## src/rtl/decoder_3_8_pulse.sv

```systemverilog
// Queued 3-to-8 decoder: buffers encoded indices and replays each one as a
// one-hot strobe held for PULSE_LEN cycles, with one idle cycle between strobes.
module decoder_3_8_pulse #(
  parameter int unsigned PULSE_LEN = 4,
  parameter int unsigned DEPTH     = 4
) (
  input  logic                     clk,
  input  logic                     rst_n,
  input  logic                     in_valid,
  output logic                     in_ready,
  input  logic [2:0]               in_code,
  input  logic                     in_v,
  input  logic                     flush,
  output logic [7:0]               y,
  output logic                     done,
  output logic                     busy,
  output logic [$clog2(DEPTH):0]   level,
  output logic [1:0]               dbg_state
);

  localparam int unsigned AW = $clog2(DEPTH);
  localparam int unsigned LW = AW + 1;

  typedef enum logic [1:0] {
    IDLE  = 2'd0,
    DRIVE = 2'd1,
    GAP   = 2'd2
  } state_t;

  state_t          state_q, state_d;
  logic [7:0]      cnt_q, cnt_d;
  logic [7:0]      y_q, y_d;
  logic [AW-1:0]   wr_ptr_q, wr_ptr_d;
  logic [AW-1:0]   rd_ptr_q, rd_ptr_d;
  logic [LW-1:0]   level_q, level_d;
  logic [2:0]      mem_q [DEPTH];

  logic full, empty, push, pop;

  // Valid/ready: a beat transfers at a rising edge when in_valid && in_ready.
  // in_ready depends only on registered occupancy, flush and reset, never on in_valid.
  assign full     = (level_q == LW'(DEPTH));
  assign empty    = (level_q == '0);
  assign in_ready = rst_n && !full && !flush;
  assign push     = in_valid && in_ready && in_v;
  assign pop      = !flush && !empty && ((state_q == IDLE) || (state_q == GAP));

  always_comb begin
    state_d  = state_q;
    cnt_d    = cnt_q;
    y_d      = y_q;
    wr_ptr_d = wr_ptr_q;
    rd_ptr_d = rd_ptr_q;
    level_d  = level_q;
    if (flush) begin
      state_d  = IDLE;
      cnt_d    = '0;
      y_d      = '0;
      wr_ptr_d = '0;
      rd_ptr_d = '0;
      level_d  = '0;
    end else begin
      if (push) wr_ptr_d = wr_ptr_q + AW'(1);
      if (pop)  rd_ptr_d = rd_ptr_q + AW'(1);
      case ({push, pop})
        2'b10:   level_d = level_q + LW'(1);
        2'b01:   level_d = level_q - LW'(1);
        default: level_d = level_q;
      endcase
      case (state_q)
        IDLE, GAP: begin
          if (pop) begin
            state_d = DRIVE;
            y_d     = 8'd1 << mem_q[rd_ptr_q];
            cnt_d   = 8'(PULSE_LEN - 1);
          end else begin
            state_d = IDLE;
          end
        end
        DRIVE: begin
          if (cnt_q == 8'd0) begin
            state_d = GAP;
            y_d     = '0;
          end else begin
            cnt_d = cnt_q - 8'd1;
          end
        end
        default: begin
          state_d = IDLE;
          y_d     = '0;
          cnt_d   = '0;
        end
      endcase
    end
  end

  always_ff @(posedge clk or negedge rst_n) begin
    if (!rst_n) begin
      state_q  <= IDLE;
      cnt_q    <= '0;
      y_q      <= '0;
      wr_ptr_q <= '0;
      rd_ptr_q <= '0;
      level_q  <= '0;
    end else begin
      state_q  <= state_d;
      cnt_q    <= cnt_d;
      y_q      <= y_d;
      wr_ptr_q <= wr_ptr_d;
      rd_ptr_q <= rd_ptr_d;
      level_q  <= level_d;
    end
  end

  // Storage needs no reset: occupancy alone decides what is readable.
  always_ff @(posedge clk) begin
    if (push) mem_q[wr_ptr_q] <= in_code;
  end

  assign y         = y_q;
  assign done      = (state_q == DRIVE) && (cnt_q == 8'd0);
  assign busy      = (state_q != IDLE) || !empty;
  assign level     = level_q;
  assign dbg_state = state_q;

endmodule

```

## config.mk

```make
export PLATFORM = sky130hd
export DESIGN_NAME = decoder_3_8_pulse
export DESIGN_NICKNAME = d
export VERILOG_FILES = /design/src/rtl/decoder_3_8_pulse.sv
export SDC_FILE = /design/constraint.sdc
export NUM_CORES = 1
export LEC_CHECK = 0
export ABC_AREA = 0
export BUFFER_PORTS_ARGS = -buffer_cell sky130_fd_sc_hd__clkbuf_2
export CORE_UTILIZATION = 51
export DETAILED_ROUTE_END_ITERATION = 8
export PLACE_DENSITY = 0.72
export SETUP_SLACK_MARGIN = 0.4
export SLEW_MARGIN = 25
export SYNTH_ARGS = -nofsm -noshare
export SYNTH_HDL_FRONTEND = slang
export SYNTH_SLANG_ARGS = --single-unit
export TNS_END_PERCENT = 10
```

## constraint.sdc

```tcl
create_clock -name clk -period 2.25 [get_ports clk]
set_clock_uncertainty 0.05 [all_clocks]
set_input_delay 0.3375 -clock clk [delete_from_list [all_inputs] [get_ports clk]]
set_output_delay 0.3375 -clock clk [all_outputs]
set_load 0.01 [all_outputs]
```

; ---- Yosys cells after proc, flatten, opt, wreduce, memory -nomap -nowiden
; Memories as Yosys holds them, arrays and structs flattened.
; Cells that the tools add are included.
[word_totals]
word_cells = 63
input_bits = 8
out_inout_bits = 16
n_memories = 1
regBits = 25
ramBits = 12
[memory_table]
columns = name, words, width, rd, rd_clocked_by_memory_dff, wr, line_no
row1 = mem_q, 4, 3, 1, 0, 1, 36  ; logic [2:0] mem_q [DEPTH];
[classes]
add_sub_neg = 5
n_mux = 20
shifts = 1
n_reduce_logical = 22
eq_ne = 8
[op_table]
columns = op, count
row1 = 2-to-1 mux 8 bit, 6
row2 = one-hot mux 8 bit (2 select lines), 2
row3 = 2-to-1 mux 2 bit, 6
row4 = "!= test 3 bit, second input constant", 3
row5 = logical NOT 8 bit, 1
row6 = "<< shifter 1 x 3 -> 8 bit, first input constant", 1
row7 = "subtractor 8 x 1 -> 8 bit, second input constant", 1
row8 = logical AND 1 bit, 7
row9 = one-hot mux 3 bit (2 select lines), 1
row10 = nonzero test 2 bit, 3
row11 = "adder 2 x 1 -> 2 bit, second input constant", 2
row12 = "equality test 2 x 1 -> 1 bit, second input constant", 2
row13 = "equality test 2 bit, second input constant", 2
row14 = one-hot mux 2 bit (2 select lines), 1
row15 = AND reduction 2 bit, 2
row16 = "adder 3 x 1 -> 3 bit, second input constant", 1
row17 = "equality test 3 bit, second input constant", 1
row18 = logical NOT 1 bit, 3
row19 = logical NOT 3 bit, 1
row20 = 2-to-1 mux 1 bit, 3
row21 = 2-to-1 mux 3 bit, 1
row22 = nonzero test 3 bit, 1
row23 = "subtractor 3 x 1 -> 3 bit, second input constant", 1
row24 = logical NOT 2 bit, 1
row25 = other kinds (2), 3

; ---- Depth between registers and ports, before layout
[logic_depth]
depth_word = 9
mapped_depth = 8
depth_no_buf = 7

; ---- Worst setup path before layout
; Ideal clock, no wire load.
[synth_path]
path_kind = register to register
start = register level_q[2] (netlist: level[2])
end = register level_q[1] (netlist: level[1])
required_time_ps = 2063
n_path_buf = 1
path_stages_with_launch = 9
setup_slack_ps = -13
period_less_slack_ps = 2263
arrival_time_ps = 2076
setup_time_ps = 137
path_cell_list = dfrtp_1 clkbuf_1 nor3b_1 nor2_1 nor2_1 fa_1 and3_1 o21ai_0 a31oi_1
[synth_via]
elab_chain_cells = 9
word_cells_on_any_way = 15
cone_classes = eq/ne (3) / mux (2) / reduce/logical (10)
[synth_rtl]
columns = element, line_no
row1 = start: declaration, 35  ; logic [LW-1:0] level_q, level_d;
row2 = start signal: assignment, 111  ; level_q <= level_d;
row3 = equality test 3 bit, 42  ; assign full = (level_q == LW'(DEPTH));
row4 = logical NOT 1 bit, 44  ; assign in_ready = rst_n && !full && !flush;
row5 = logical AND 1 bit (2 in series), 44
row6 = logical AND 1 bit (2 in series), 45  ; assign push = in_valid && in_ready && in_v;
row7 = equality test 2 x 1 -> 1 bit or equality test 2 bit (tied branches), 65  ; case ({push, pop})
row8 = one-hot mux 3 bit (2 select lines), 65
row9 = 2-to-1 mux 3 bit, 55  ; if (flush) begin
; Several ways; a longest one is shown, not always the timed one.
; A chain may end at the register's enable or synchronous reset.

; ---- Worst setup path after layout
[layout_path]
start = register state_q[0] (netlist: dbg_state[0])
end = register cnt_q[3]
[layout_via]
elab_chain_cells = 5
word_cells_on_any_way = 11
cone_classes = eq/ne (4) / mux (2) / reduce/logical (5)
[layout_rtl]
columns = element, line_no
row1 = start: declaration, 30  ; state_t state_q, state_d;
row2 = start signal: assignment, 106  ; state_q <= state_d;
row3 = equality test 2 bit or logical NOT 2 bit (tied branches), "46, 70"
row4 = logical OR 1 bit, 46  ; assign pop = !flush && !empty && ((state_q == IDLE) || (state_q == GAP));
row5 = logical AND 1 bit, 46
row6 = != test 3 bit (no line), -
row7 = AND reduction 2 bit (no line), -
row8 = end signal: assignment, 107  ; cnt_q <= cnt_d;
row9 = end: declaration, 31  ; logic [7:0] cnt_q, cnt_d;
; Several ways; a longest one is shown, not always the timed one.

==> reports/results.ini <==
[yosys]
ys_ff_latch = 37
synth-xor-area-share = 0.0140
avgSynthCellArea_um2 = 11.3
synth_adder_area_share = 0.0508
ys.warnings.count = 0
syn-num-nets = 181
synth-main-ff-cell = dfrtp_1
synth-edff-count = 12
synth_top_family_by_area = simple AND/OR/NAND/NOR gates
synth_compound_area_frac = 0.139
synthSimpleGateAreaFrac = 0.186
synth_area_um2 = 1870
async_reset_ff_frac = 0.676
synth-seq-area-share = 0.527
syn-instance-count = 166
yosys.cell_types.count = 41
muxShareOfSynthArea = 0.0541

[placement]
placed_cells = 238
hpwl_um = 2890
finalWeightedCongestion = 0.809
portBuffers = 23

[setup_path]
reg2reg_to = cnt_q[3]$_DFFE_PN0P_
cp_max_fo = 8
crit_path_end_kind = flip-flop
crit_type = reg2reg
critPathLaunch = dbg_state[0]$_DFFE_PN0P_
worstPathArrival_ns = 2.34
r2r_start = dbg_state[0]$_DFFE_PN0P_
r2r_cells = 8
worstPathRequired_ns = 2.46
startpoint_type = flip-flop
regToRegSetupSlack_ns = 0.13

[die]
rows = 21
start_util = 0.548
fp.dieH_um = 62.6
fp.coreArea_um2 = 3420
pin_count = 24
die_area_um2 = 3920
die_w_um = 62.6

[layout]
area_growth_pct = 26.0
fillCellCount = 258
mostFrequentLayoutCells = dfrtp_1 (22), clkbuf_2 (22), buf_4 (19)
num_antenna_cells = 0
fin_nets = 225
final_layout_size_suffix_gt1_frac = 0.370
fin_cells = 257

[global_routing]
grt_max_degree = 26
grt-ovfl-total = 0
grt_antenna_before_repair = 0
gr-usage-all-layers = 0.233
grt_pass1_wl_um = 7020
grt_pass1_vias = 1517

[power_and_ir_drop]
power_density_nw_per_um2 = 1300
p_leak_nw = 1.02
p_comb_frac = 0.547
p_clk_frac = 0.143
vdd_drop_max_mv = 0.642
power.total_mw = 3.08
power.switching_mw = 1.26
p_seq_frac = 0.309
switching_share = 0.408
power.internal_mw = 1.82

[sta]
tightest_slew_ns = 0.454
setup_violations = 0
slew_headroom = 0.695
max_freq_ghz = 0.471
grt_setup_unrepaired = yes
hold_violations = 0
setup_tns_ns = 0
drv_slew = 0
post-route-period-util = 0.944
period_needed_ns = 2.12

[clock_tree]
worstSkewPairLatency_ns = 0.33
cts.sinks = 37
cts-buffers-inserted = 5
root_buffer = clkbuf_4
clk_pin_slew_worst_paths_ns = 0.11
cts_max_level = 2
clockBufferDepth = 2
cts_tree = yes

[routing]
drc = 0
vias = 1524
drtAntennaViolNets = 0
wl_per_cell_um = 16.8
first_pass_iters = 4
wl_um = 4310
vias_per_cell = 5.93
drtIter0Drc = 107

[run_status]
status = completed

[flow_run]
maxCapViolations = 0

[hold_path]
hold_class = in2async

==> worst max-delay path by stage <==
stage	to	depth (start not counted)	slack [ns]
3_5_place_dp	level[1]$_DFFE_PN0P_	7	0.16
4_1_cts	done	5	0.12
3_3_place_gp	level[1]$_DFFE_PN0P_	7	0.19
5_1_grt	cnt_q[3]$_DFFE_PN0P_	8	0.06
6_report	cnt_q[3]$_DFFE_PN0P_	8	0.13
2_1_floorplan	level[1]$_DFFE_PN0P_	8	0.19
==> cell families after synthesis <==
logic type                 Yosys count
AOI/OAI and AO/OA                   37
xor gates and xnor gates             3
buffers and inverters               14
muxes                                6
and+or+nand+nor                     62
adders and majority gates            7
DFF                                 37
==> layout make-up <==
| cell class | instances | area [um^2] | area share |
|---|---|---|---|
| flip-flops and latches | 37 | 990 | 0.420 |
| clock buffers | 6 | 41.3 | 0.0175 |
| inverters | 7 | 26.3 | 0.0111 |
| multi-input cells | 115 | 927 | 0.393 |
| well taps | 46 | 57.6 | 0.0244 |
| repair buffers | 44 | 283 | 0.120 |
| clock inverters | 2 | 33.8 | 0.0143 |
==> worst max-delay path: stages (launching register included) <==
cell,delay [ns]
dfrtp_2,0.42
buf_4,0.16
buf_4,0.16
nand2b_1,0.27
o31ai_4,0.12
buf_4,0.17
buf_4,0.13
or4_1,0.40
a21oi_1,0.16
==> per-stage QoR <==
| step | instance area (um^2) | hold WS [ns] | utilization | worst slack (ns) |
|---|---|---|---|---|
| after global routing | 2360 | 0.0536 | 0.690 | 0.0551 |
| after floorplan | 1920 | -0.00809 | - | 0.187 |
| after detailed placement | 2120 | 0.369 | 0.620 | 0.159 |
| after global placement | 2120 | 0.360 | 0.620 | 0.194 |
| final | 2360 | 0.0732 | 0.690 | 0.127 |
| after CTS | 2280 | 0.0387 | 0.667 | 0.119 |
==> cell usage after synthesis, types with 4 or more instances <==
| library cell | n | area share |
|---|---|---|
| dfrtp_1 | 25 | 0.33 |
| nor2_1 | 16 | 0.032 |
| edfxtp_1 | 12 | 0.19 |
| a21oi_1 | 8 | 0.021 |
| nand2_1 | 8 | 0.016 |
| inv_1 | 7 | 0.014 |
| ha_1 | 6 | 0.040 |
| o31ai_1 | 6 | 0.024 |
| or4_1 | 6 | 0.024 |
| and3_1 | 5 | 0.017 |
| clkbuf_1 | 5 | 0.010 |
| nor3b_1 | 5 | 0.020 |
| o21ai_0 | 5 | 0.013 |
| a211oi_1 | 4 | 0.016 |
| nor3_1 | 4 | 0.011 |
| or3_1 | 4 | 0.013 |
==> sequential cells by signal, summed over array words and instances (netlist names) <==
register / flops
cnt_q: 8
level: 3
wr_ptr_q: 2
y: 8
dbg_state: 2
mem_q: 12
rd_ptr_q: 2
==> power by group through the flow <==
stage / combinational [mW] / clock, mW / sequential [mW]
finish: 1.68 / 0.441 / 0.952
global route: 1.84 / 0.477 / 0.971
CTS: 1.41 / 0.455 / 0.947
detailed placement: 1.22 / 0 / 0.984
global placement: 1.17 / 0 / 0.977
floorplan: 0.873 / 0 / 0.971
==> metal layers <==
| metal | part of all wire | global-route usage | up-vias |
|---|---|---|---|
| met5 | 0 | 0 | - |
| met4 | 0.0088 | 0.0669 | 0 |
| met3 | 0.045 | 0.0566 | 6 |
| met2 | 0.52 | 0.399 | 47 |
| met1 | 0.42 | 0.292 | 761 |
| li1 | - | - | 710 |
==> what timing repair did <==
action,4_1_cts,5_1_grt
pin swaps,2,1
endpoints found under the hold margin,25,0
gates resized for setup,7,12
hold buffers,1,0
setup buffers,7,2
setup endpoints to repair,21,22
gates cloned,0,1
Note: power is estimated with default switching activity, not from simulation.
